## src/rtl/idex_stage.sv

```systemverilog
// ID/EX pipeline register for the pipelined MIPS core. It detects load-use
// hazards, handles EX flush and hold, and keeps a saturating stall counter.
module idex_stage #(
    parameter int unsigned ADDR_WIDTH = 5,
    parameter int unsigned D_WIDTH    = 32,
    parameter int unsigned IMM_WIDTH  = 16,
    parameter int unsigned CNT_WIDTH  = 16
) (
    input  logic                  clk,
    input  logic                  rst_n,
    input  logic                  id_valid,
    input  logic [ADDR_WIDTH-1:0] id_rs,
    input  logic [ADDR_WIDTH-1:0] id_rt,
    input  logic [ADDR_WIDTH-1:0] id_rd,
    input  logic                  id_uses_rt,
    input  logic [IMM_WIDTH-1:0]  id_imm,
    input  logic [8:0]            id_ctrl,
    input  logic [D_WIDTH-1:0]    rdata1,
    input  logic [D_WIDTH-1:0]    rdata2,
    input  logic                  ex_flush,
    input  logic                  ex_hold,
    output logic                  stall_out,
    output logic                  ex_valid,
    output logic [D_WIDTH-1:0]    ex_a,
    output logic [D_WIDTH-1:0]    ex_b,
    output logic [D_WIDTH-1:0]    ex_imm,
    output logic [ADDR_WIDTH-1:0] ex_rs,
    output logic [ADDR_WIDTH-1:0] ex_rt,
    output logic [ADDR_WIDTH-1:0] ex_wreg,
    output logic [8:0]            ex_ctrl,
    output logic [CNT_WIDTH-1:0]  stall_cnt
);

    localparam int unsigned CTRL_WIDTH  = 9;
    localparam int unsigned MEMREAD_BIT = 7;
    localparam int unsigned REGDST_BIT  = 3;
    localparam int unsigned EXT_WIDTH   = D_WIDTH - IMM_WIDTH;

    logic               load_use_c;
    logic [D_WIDTH-1:0] imm_ext_c;

    // Hazard detection against the load sitting in EX; register 0 is never a hazard.
    always_comb begin
        load_use_c = ex_valid & ex_ctrl[MEMREAD_BIT] & (ex_rt != '0) & id_valid &
                     ((ex_rt == id_rs) | (id_uses_rt & (ex_rt == id_rt)));
        imm_ext_c  = {{EXT_WIDTH{id_imm[IMM_WIDTH-1]}}, id_imm};
        stall_out  = rst_n & ~ex_flush & (ex_hold | load_use_c);
    end

    // Pipeline register: flush beats hold, hold beats the load-use bubble.
    always_ff @(posedge clk) begin
        if (!rst_n || ex_flush || (!ex_hold && load_use_c)) begin
            ex_valid <= 1'b0;
            ex_a     <= '0;
            ex_b     <= '0;
            ex_imm   <= '0;
            ex_rs    <= '0;
            ex_rt    <= '0;
            ex_wreg  <= '0;
            ex_ctrl  <= '0;
        end else if (!ex_hold) begin
            ex_valid <= id_valid;
            ex_a     <= rdata1;
            ex_b     <= rdata2;
            ex_imm   <= imm_ext_c;
            ex_rs    <= id_rs;
            ex_rt    <= id_rt;
            ex_wreg  <= id_ctrl[REGDST_BIT] ? id_rd : id_rt;
            ex_ctrl  <= id_valid ? id_ctrl : CTRL_WIDTH'(0);
        end
    end

    // Saturating stall-cycle counter.
    always_ff @(posedge clk) begin
        if (!rst_n) begin
            stall_cnt <= '0;
        end else if (stall_out && (stall_cnt != '1)) begin
            stall_cnt <= stall_cnt + CNT_WIDTH'(1);
        end
    end

endmodule
```

## config.mk

```make
export PLATFORM = sky130hd
export DESIGN_NAME = idex_stage
export DESIGN_NICKNAME = d
export VERILOG_FILES = /design/src/rtl/idex_stage.sv
export SDC_FILE = /design/constraint.sdc
export NUM_CORES = 1
export LEC_CHECK = 0
export ABC_AREA = 1
export BUFFER_PORTS_ARGS = -buffer_cell sky130_fd_sc_hd__buf_4
export CAP_MARGIN = 40
export CORE_AREA = 2 2 110 112
export CTS_BUF_LIST = sky130_fd_sc_hd__clkbuf_16
export DETAILED_ROUTE_END_ITERATION = 8
export DIE_AREA = 0 0 112 114
export PLACE_DENSITY = 0.74
export SYNTH_ARGS = -nofsm -noshare
export SYNTH_HDL_FRONTEND = slang
export SYNTH_SLANG_ARGS = --single-unit
```

## constraint.sdc

```tcl
create_clock -name clk -period 2.29 [get_ports clk]
set_clock_uncertainty 0.15 [all_clocks]
set_input_delay 0.1145 -clock clk [delete_from_list [all_inputs] [get_ports clk]]
set_output_delay 0.1145 -clock clk [all_outputs]
set_load 0.03 [all_outputs]
```

==> impl_metrics.tcl, run 1 <==
set metrics [dict create \
    status "completed" \
    ir_worst_vdd_mv 0.553 \
    yosys_register_bits 121 \
    finalHoldViolCount 0 \
    grt_pass1_wl_um 29000 \
    postCtsSetupBuffers 0 \
    drtIter0Drc 461 \
    vias 6030 \
    crit_type "input port to register" \
    overflow 0 \
    clock_path_buffers 2 \
    ys_top_cells_by_area "dfxtp_1 48%, nand2_1 19%, a21oi_1 9.6%" \
    leakage_nw 4.07 \
    drc 0 \
    ys.flop_type "dfxtp_1" \
    power_density_mw_per_mm2 652 \
    synthArstFlopShare 0 \
    period_needed_ps 2110 \
    gp_congestion 0.807 \
    synth_cell_types 25 \
    drv_slew 0 \
    slew-limit-headroom 0.547 \
    start_util 0.434 \
    die_area_mm2 0.0128 \
    crit_path_start_kind "input port" \
    clock.fmax_mhz 474 \
    pin_count 248 \
    yosys-top-cells-count "254 x nand2_1, 121 x dfxtp_1, 97 x a21oi_1" \
    setup_viol 0 \
    synth_edf_count 0 \
    synth.top_cell.area_share 0.477 \
    power.total_mw 5.68 \
    syn_area_mm2 0.00508 \
    synth_most_common_cell "nand2_1" \
    grt_usage 0.283 \
    endpoint_kind "register" \
    fin_area_mm2 0.00870 \
    finalCritPeriodShare 0.922 \
    yosys_warnings 0 \
    drive_gt1_frac 0.274 \
    synth_top_area_cell "dfxtp_1" \
    setup_tns_ps 0 \
    rsz0062_at_grt "false" \
    grt_max_degree 87 \
    ys_seq_area_frac 0.477 \
    worstPathMaxFanout 11 \
    fp-row-count 40 \
    first_pass_iters 6 \
    fp.dieH_um 114 \
    max_slew.worst_pin.slew_ps 677 \
    diodes 0 \
    syn-num-nets 833 \
    avgSynthCellArea_um2 7.04 \
    fin_nets 1169 \
    first_global_vias 6016 \
    hpwl_um 10200 \
    syn2layout_area_growth_pct 71.2 \
    cp_data_required_time_ps 2470 \
    clk_pin_slew_ps 50 \
    syn_inst 722 \
    core_area_mm2 0.0117 \
    cts_tree "yes" \
    drt-total-wl_um 18100 \
    clkSinkCount 121 \
    place_area_mm2 0.00697 \
    max-cap-violations 0 \
    port_buffers 247 \
    detail_route.wl_per_cell_um 14.9 \
    antenna_found_initial 0 \
    drtAntennaViolNets 0 \
    viasPerCell 4.95 \
    cts_buffers 17 \
    htreeDepth 4 \
    dieWidth_um 112 \
    cts-root-buf "clkbuf_16" \
    clock_latency_ps 410 \
    worstPathArrival_ps 2290 \
    hp-class "input port to register" \
]
cells in the final DEF, fill, tap and decap left out, types with 3 or more instances in the layout:
master	count
a21oi_1	97
nor2_1	66
dfxtp_1	121
inv_1	59
a22oi_1	9
clkbuf_16	17
clkinv_1	3
o21ai_0	5
nand2_1	254
bufinv_16	3
buf_12	7
buf_4	252
nand4_1	20
dlygate4sd3_1	116
nand3_1	21
inv_2	6
flip-flops by register name (all words and copies together) (netlist names):
name       flops
ex_ctrl        9
ex_wreg        5
ex_valid       1
ex_a          32
ex_rs          5
ex_rt          5
ex_b          32
ex_imm        16
stall_cnt     16
worst max-delay path, stage by stage:
cell,delay (ps)
dlygate4sd3_1,540
buf_4,170
nand2_1,50
dlygate4sd3_1,560
o21ai_0,80
dlygate4sd3_1,560
nand2_1,60
a21oi_1,150
power breakdown:
part           switching, mW  leakage (nW)  internal, mW
combinational          0.446          2.79         0.428
clock                  0.923         0.291          1.67
sequential            0.0405         0.984          2.17
total                   1.41          4.07          4.27
through the flow:
| step | cells | hold slack, ps | util | setup WS, ps |
|---|---|---|---|---|
| finish | 1218 | 123 | 0.743 | 179 |
| global route | 1218 | 135 | 0.743 | 82.9 |
| CTS | 1218 | 100 | 0.743 | 266 |
| detailed placement | 1070 | 224 | 0.595 | 362 |
| global placement | 1070 | 217 | 0.595 | 418 |
| floorplan | 722 | 107 | - | 303 |
logic make-up after synthesis:
logic type | count (synthesis) | synth area share
AOI/OAI and AO/OA | 113 | 0.117
adders and majority gates | 1 | 0.00246
buffers and inverters | 118 | 0.110
DFF | 121 | 0.477
and+or+nand+nor | 367 | 0.290
xor gates and xnor gates | 2 | 0.00345
repair_timing:
action | in CTS | in global routing
hold endpoints to repair | 120 | 0
setup endpoints to repair | 0 | 0
gates resized for setup | 0 | 0
hold buffers | 116 | 0
cell type report:
class | count | area, um^2
flip-flops and latches | 121 | 2420
clock inverters | 15 | 145
inverters | 60 | 225
clock buffers | 17 | 425
repair buffers | 375 | 3190
fillers | 835 | 3010
multi-input cells | 483 | 2110
well taps | 147 | 184
layer usage:
metal  part of all wire  up-vias  track usage  wire, um
li1                   -     2942            -         -
met1               0.39     2764        0.310      6980
met2               0.50      269        0.498      9120
met3              0.074       55       0.0824      1350
met4              0.036        0        0.149       648
met5                  0        -            0         0
path summary, 6_finish.rpt:
kind,from,to,slack [ps],cells past startpoint
worst max-delay path,id_ctrl[3],ex_wreg[1],180,8
worst min-delay path,id_valid,ex_valid,120,5
worst max register to register,ex_rt[1],ex_ctrl[3],320,10
worst min register to register,ex_wreg[4],ex_wreg[4],310,2
No activity file was read; power rests on OpenSTA's default activity.
==> run 2: changes to the inputs <==
Settings changed: CORE_AREA 2 2 110 112 to 2 2 112 114, DIE_AREA 0 0 112 114 to 0 0 114 116, PLACE_DENSITY 0.74 to 0.72, SLEW_MARGIN from default to 20.
==> run 2 against run 1 <==
Compared with the run above:
- highest routed layer unchanged
- sequential share of layout area is 0.58 points higher
- total power is 2.8% lower
- critical path type is now register to output pin
- clock power is 4% lower
- maximum frequency is 4.1% higher
- largest cell class unchanged
==> impl_metrics.tcl, run 2 (synthesis gave the netlist of run 1 again) <==
set metrics [dict create \
    status "completed" \
    finalHoldViolCount 0 \
    overflow 0 \
    grt_pass1_wl_um 27300 \
    crit_path_end "stall_out" \
    setup_viol 0 \
    cp_data_required_time_ps 2030 \
    drv_slew 0 \
    drc 0 \
    slew-limit-headroom 0.482 \
    fin_ws_ps 261 \
    crit_slowest_cell "dfxtp_1" \
    max_stage_delay_ps 420 \
    pin_count 248 \
    setup_tns_ps 0 \
    finalCritPeriodShare 0.886 \
    reg2reg_from "stall_cnt[0]" \
    clkSinkCount 121 \
    gp_congestion 0.812 \
    reg2reg_slack_ps 330 \
    fp.dieH_um 116 \
    clock.fmax_mhz 493 \
    ctsResizeCount 0 \
    crit_type "register to output pin" \
    max_slew.worst_pin.slew_ps 778 \
    drt-total-wl_um 17400 \
    cts_buffers 17 \
    hp-class "input port to register" \
    core_area_mm2 0.0119 \
    antenna_found_initial 1 \
    worstPathMaxFanout 5 \
    grt_max_degree 78 \
    viasPerCell 4.83 \
    port_buffers 247 \
    first_pass_iters 5 \
    htreeDepth 4 \
    crit_path_start "ex_rt[1]" \
    worst_path_most_repeated_cell "nand2_1" \
    rsz0062_at_grt "false" \
    first_global_vias 5735 \
    start_util 0.427 \
    cts_tree "yes" \
    hold_buffers 110 \
    syn2layout_area_growth_pct 67.7 \
    cts-root-buf "clkbuf_16" \
    period_needed_ps 2030 \
    drtAntennaViolNets 0 \
    fin_nets 1160 \
    final_common_cell "buf_4" \
    final_cell_mix "255 x buf_4, 254 x nand2_1, 121 x dfxtp_1" \
    grt_usage 0.262 \
    power.total_mw 5.52 \
    power_density_mw_per_mm2 647 \
    max-cap-violations 0 \
    postCtsSetupBuffers 0 \
    clock_path_buffers 2 \
    cp_cell_sequence "inv_2 > nand2_1 > nand2_1 > nor2_1 > nand3_1 > nand2_1 > nand2_1 > a21boi_0 > buf_4" \
    reg.largest.list "ex_a x32, ex_b x32" \
    die_area_mm2 0.0132 \
    worstPathArrival_ps 1760 \
    vias 5850 \
    ir_worst_vdd_mv 0.461 \
    fp-row-count 40 \
    hpwl_um 10100 \
    leakage_nw 4.00 \
    clock_latency_ps 410 \
    dieWidth_um 114 \
    drtIter0Drc 417 \
    detail_route.wl_per_cell_um 14.4 \
    r2r-end "stall_cnt[6]" \
    drive_gt1_frac 0.275 \
    clk_pin_slew_ps 50 \
    place_ws_ps 360 \
    endpoint_kind "output pin" \
    reg2regPathDepth 10 \
    crit_path_start_kind "register" \
]
==> run 2: routing by layer <==
layer / track usage / wire (um)
met1: 0.295 / 7130
met4: 0.130 / 539
met2: 0.449 / 8530
met3: 0.0863 / 1170
met5: 0 / 0
==> run 2: critical path: cells and delay by family, from the launching register on <==
kind / cells / cell delay, ps
flip-flops: 1 / 420
AND/OR/NAND/NOR: 6 / 480
buffers and inverters: 2 / 270
AO/OA/AOI/OAI: 1 / 190
==> run 2: power by group <==
group / leakage (nW) / internal, mW / switching (mW)
combinational: 2.73 / 0.403 / 0.431
sequential: 0.984 / 2.17 / 0.0401
clock: 0.280 / 1.56 / 0.917
==> run 2: stage by stage <==
stage,hold slack [ps],cell area (um^2),cells,util
2_1_floorplan,107,5080,722,-
3_3_place_gp,215,6870,1067,0.577
3_5_place_dp,224,6870,1067,0.577
4_1_cts,69.2,8520,1208,0.715
5_1_grt,136,8520,1209,0.715
6_report,105,8520,1210,0.716
==> run 2: final cells by class <==
type                            count  area (um^2)
Multi-Input combinational cell    483         2110
Antenna cell                        2         5.00
Timing Repair Buffer              366         3040
Inverter                           60          225
Sequential cell                   121         2420
Clock inverter                     14          119
Clock buffer                       17          425
Tap cell                          147          184
Fill cell                         904         3390
==> run 2: worst min-delay path by stage <==
stage                from          to  slack (ps)  cells after the start
2_1_floorplan   rdata1[0]     ex_a[0]         110                      2
3_3_place_gp   rdata1[14]    ex_a[14]         210                      3
3_5_place_dp   id_ctrl[8]  ex_ctrl[8]         220                      3
4_1_cts          id_valid    ex_valid          70                      5
5_1_grt          id_valid    ex_valid         140                      5
6_report         id_valid    ex_valid         100                      5
==> run 3: changes to the inputs <==
Settings changed: ABC_AREA 1 to default, CORE_AREA 2 2 112 114 to 2 2 109 111, DIE_AREA 0 0 114 116 to 0 0 111 113.
==> run 3 against run 2 <==
Compared with the run above:
- core utilization increased by 3.4 points
- final cell count down 18%
- clock power up 4%
- total power up 2.7%
- synthesized area is 5.6% lower
- critical path depth fell by 3
- routed wire length is 6.1% lower
- clock-buffer cell count stayed put
- first-iteration DRC count shrank 34%
- register-to-register slack lost 140 ps
- maximum frequency is 4.4% lower
==> impl_metrics.tcl, run 3 <==
set metrics [dict create \
    status "completed" \
    synth_compound_area_frac 0.0657 \
    worstPathArrival_ps 1860 \
    hpwl_um 9850 \
    grt_usage 0.260 \
    grt_pass1_wl_um 26100 \
    overflow 0 \
    muxShareOfSynthArea 0.207 \
    diodes 0 \
    clkPwrFrac 0.457 \
    max-cap-violations 0 \
    synthXorXnorAreaFrac 0.0183 \
    hp-class "input port to register" \
    final_cell_mix "253 x buf_4, 119 x dfxtp_1, 119 x dlygate4sd3_1" \
    syn_area_mm2 0.00480 \
    crit_buf_inv 2 \
    fin_nets 944 \
    dieWidth_um 111 \
    cp_data_required_time_ps 2030 \
    stdcell_count 988 \
    endpoint_kind "output pin" \
    switchingPower_mw 1.37 \
    setup_tns_ps 0 \
    cts_buffers 17 \
    viasPerCell 5.00 \
    synth_top_area_cell "dfxtp_1" \
    clkSinkCount 121 \
    grt_max_degree 65 \
    synth_most_common_cell "dfxtp_1" \
    synth_cell_types 43 \
    worstPathMaxFanout 13 \
    first_global_vias 5363 \
    cp_cell_sequence "xnor2_1 > nand3_1 > o22ai_4 > a31oi_4 > inv_2 > buf_4" \
    leakage_nw 3.97 \
    crit_path_start_kind "register" \
    drc 0 \
    core_area_mm2 0.0113 \
    clock.fmax_mhz 471 \
    synthAdderAreaFrac 0.00261 \
    period_needed_ps 2120 \
    cts-root-buf "clkbuf_16" \
    gp_congestion 0.809 \
    first_pass_iters 7 \
    drv_slew 0 \
    drtAntennaViolNets 0 \
    crit_slowest_cell "dfxtp_1" \
    syn-num-nets 596 \
    max_stage_delay_ps 420 \
    internal_power_mw 4.30 \
    ys_seq_area_frac 0.505 \
    synth.top_cell.area_share 0.505 \
    final_common_cell "buf_4" \
    p_seq_frac 0.390 \
    clock_latency_ps 410 \
    die_area_mm2 0.0125 \
    pin_count 248 \
    synth_top_family_by_area "multiplexers" \
    cts_tree "yes" \
    ir_worst_vdd_mv 0.477 \
    slew-limit-headroom 0.575 \
    max_slew.worst_pin.slew_ps 637 \
    postCtsSetupBuffers 0 \
    detail_route.wl_per_cell_um 16.5 \
    power_density_mw_per_mm2 671 \
    finalCritPeriodShare 0.927 \
    syn_inst 485 \
    drtIter0Drc 276 \
    critical_path.top_delay_family "compound AO/OA/AOI/OAI gates" \
    ys.flop_type "dfxtp_1" \
    antenna_found_initial 0 \
    fp.dieH_um 113 \
    power.total_mw 5.67 \
    syn2layout_area_growth_pct 76.3 \
    fp-row-count 39 \
    ys_top_cells_by_area "dfxtp_1 51%, mux2i_1 21%, nor2_1 8.8%" \
    drt-total-wl_um 16300 \
    yosys-top-cells-count "121 x dfxtp_1, 113 x nor2_1, 99 x mux2i_1" \
    setup_viol 0 \
    yosys_register_bits 121 \
    avgSynthCellArea_um2 9.89 \
    reg.largest.list "ex_a x32, ex_b x32" \
    port_buffers 247 \
    crit_type "register to output pin" \
    p_comb_frac 0.154 \
    start_util 0.425 \
    placed_cells_incl_taps 838 \
    synth_edf_count 0 \
    p_sw_frac 0.242 \
    finalHoldViolCount 0 \
    rsz0062_at_grt "false" \
    vias 4944 \
    clk_pin_slew_ps 50 \
    yosys.area_share.simple 0.147 \
    synthArstFlopShare 0 \
    yosys_warnings 0 \
    n_fill_cell 732 \
    drive_gt1_frac 0.349 \
    fin_util 0.750 \
    htreeDepth 4 \
    clock_path_buffers 2 \
]
==> run 3: cell count changes after synthesis, moves of 7 or more <==
cell and delta:
nor2_1 +47, nand4_1 -16, xnor2_1 +8, a21oi_1 -81
mux2i_1 +99, inv_1 -53, nand3_1 -12, nand2_1 -243
clkbuf_1 -7
==> run 3: worst paths after layout <==
kind	from	to	slack, ps	depth (start not counted)
worst max-delay path	ex_rt[3]	stall_out	170	6
worst min-delay path	ex_hold	ex_rt[3]	20	3
worst max register to register	stall_cnt[0]	stall_cnt[2]	190	6
worst min register to register	ex_wreg[0]	ex_wreg[0]	340	2
==> run 3: per-stage QoR <==
step           setup slack (ps)  hold slack, ps  instance area [um^2]
2_1_floorplan               225             108                  4800
3_3_place_gp                187             193                  6670
3_5_place_dp                116             200                  6680
4_1_cts                    75.7            10.9                  8440
5_1_grt                    25.4            38.2                  8450
6_report                    168            22.9                  8450
==> run 3: timing repair <==
item	CTS	global route
hold buffers	119	0
pin swaps	0	2
endpoints found under the setup margin	1	2
resized for setup	1	4
endpoints found under the hold margin	112	0
==> run 3: routing by layer <==
| metal | global-route usage | routed length (um) |
|---|---|---|
| met2 | 0.477 | 8540 |
| met1 | 0.268 | 6070 |
| met4 | 0.137 | 528 |
| met5 | 0 | 0 |
| met3 | 0.0798 | 1170 |
==> run 3: worst reg2reg max path: cells and delay by family, from the launching register on <==
family | cells | cell delay (ps)
fa+ha+maj | 1 | 240
flops | 1 | 400
mux | 1 | 140
simple gates | 4 | 1040
==> run 3: final cells by class <==
cell class                 instances  area, um^2  share of cell area
clock buffer                      17         425              0.0503
timing repair buffer             375        3140               0.372
sequential                       121        2420               0.287
tap                              143         179              0.0212
inverter                           2        7.51            0.000888
clock inverter                    14         141              0.0167
multi-input combinational        316        2130               0.252
==> run 3: power groups by stage <==
stage / clock network, mW / logic (mW) / registers (mW)
2_1_floorplan: 0 / 0.264 / 2.36
3_3_place_gp: 0 / 0.666 / 2.25
3_5_place_dp: 0 / 0.678 / 2.25
4_1_cts: 2.61 / 0.853 / 2.21
5_1_grt: 2.72 / 0.923 / 2.22
6_report: 2.59 / 0.871 / 2.21
==> run 3: cells by family (layout without fill, tap and decap cells) <==
logic type,after synthesis,in the layout
XOR/XNOR,10,10
multiplexers,99,99
flip-flops,121,121
AND/OR/NAND/NOR,161,161
buffers and inverters,48,408
AO/OA/AOI/OAI,45,45
adder cells (fa/ha/maj),1,1
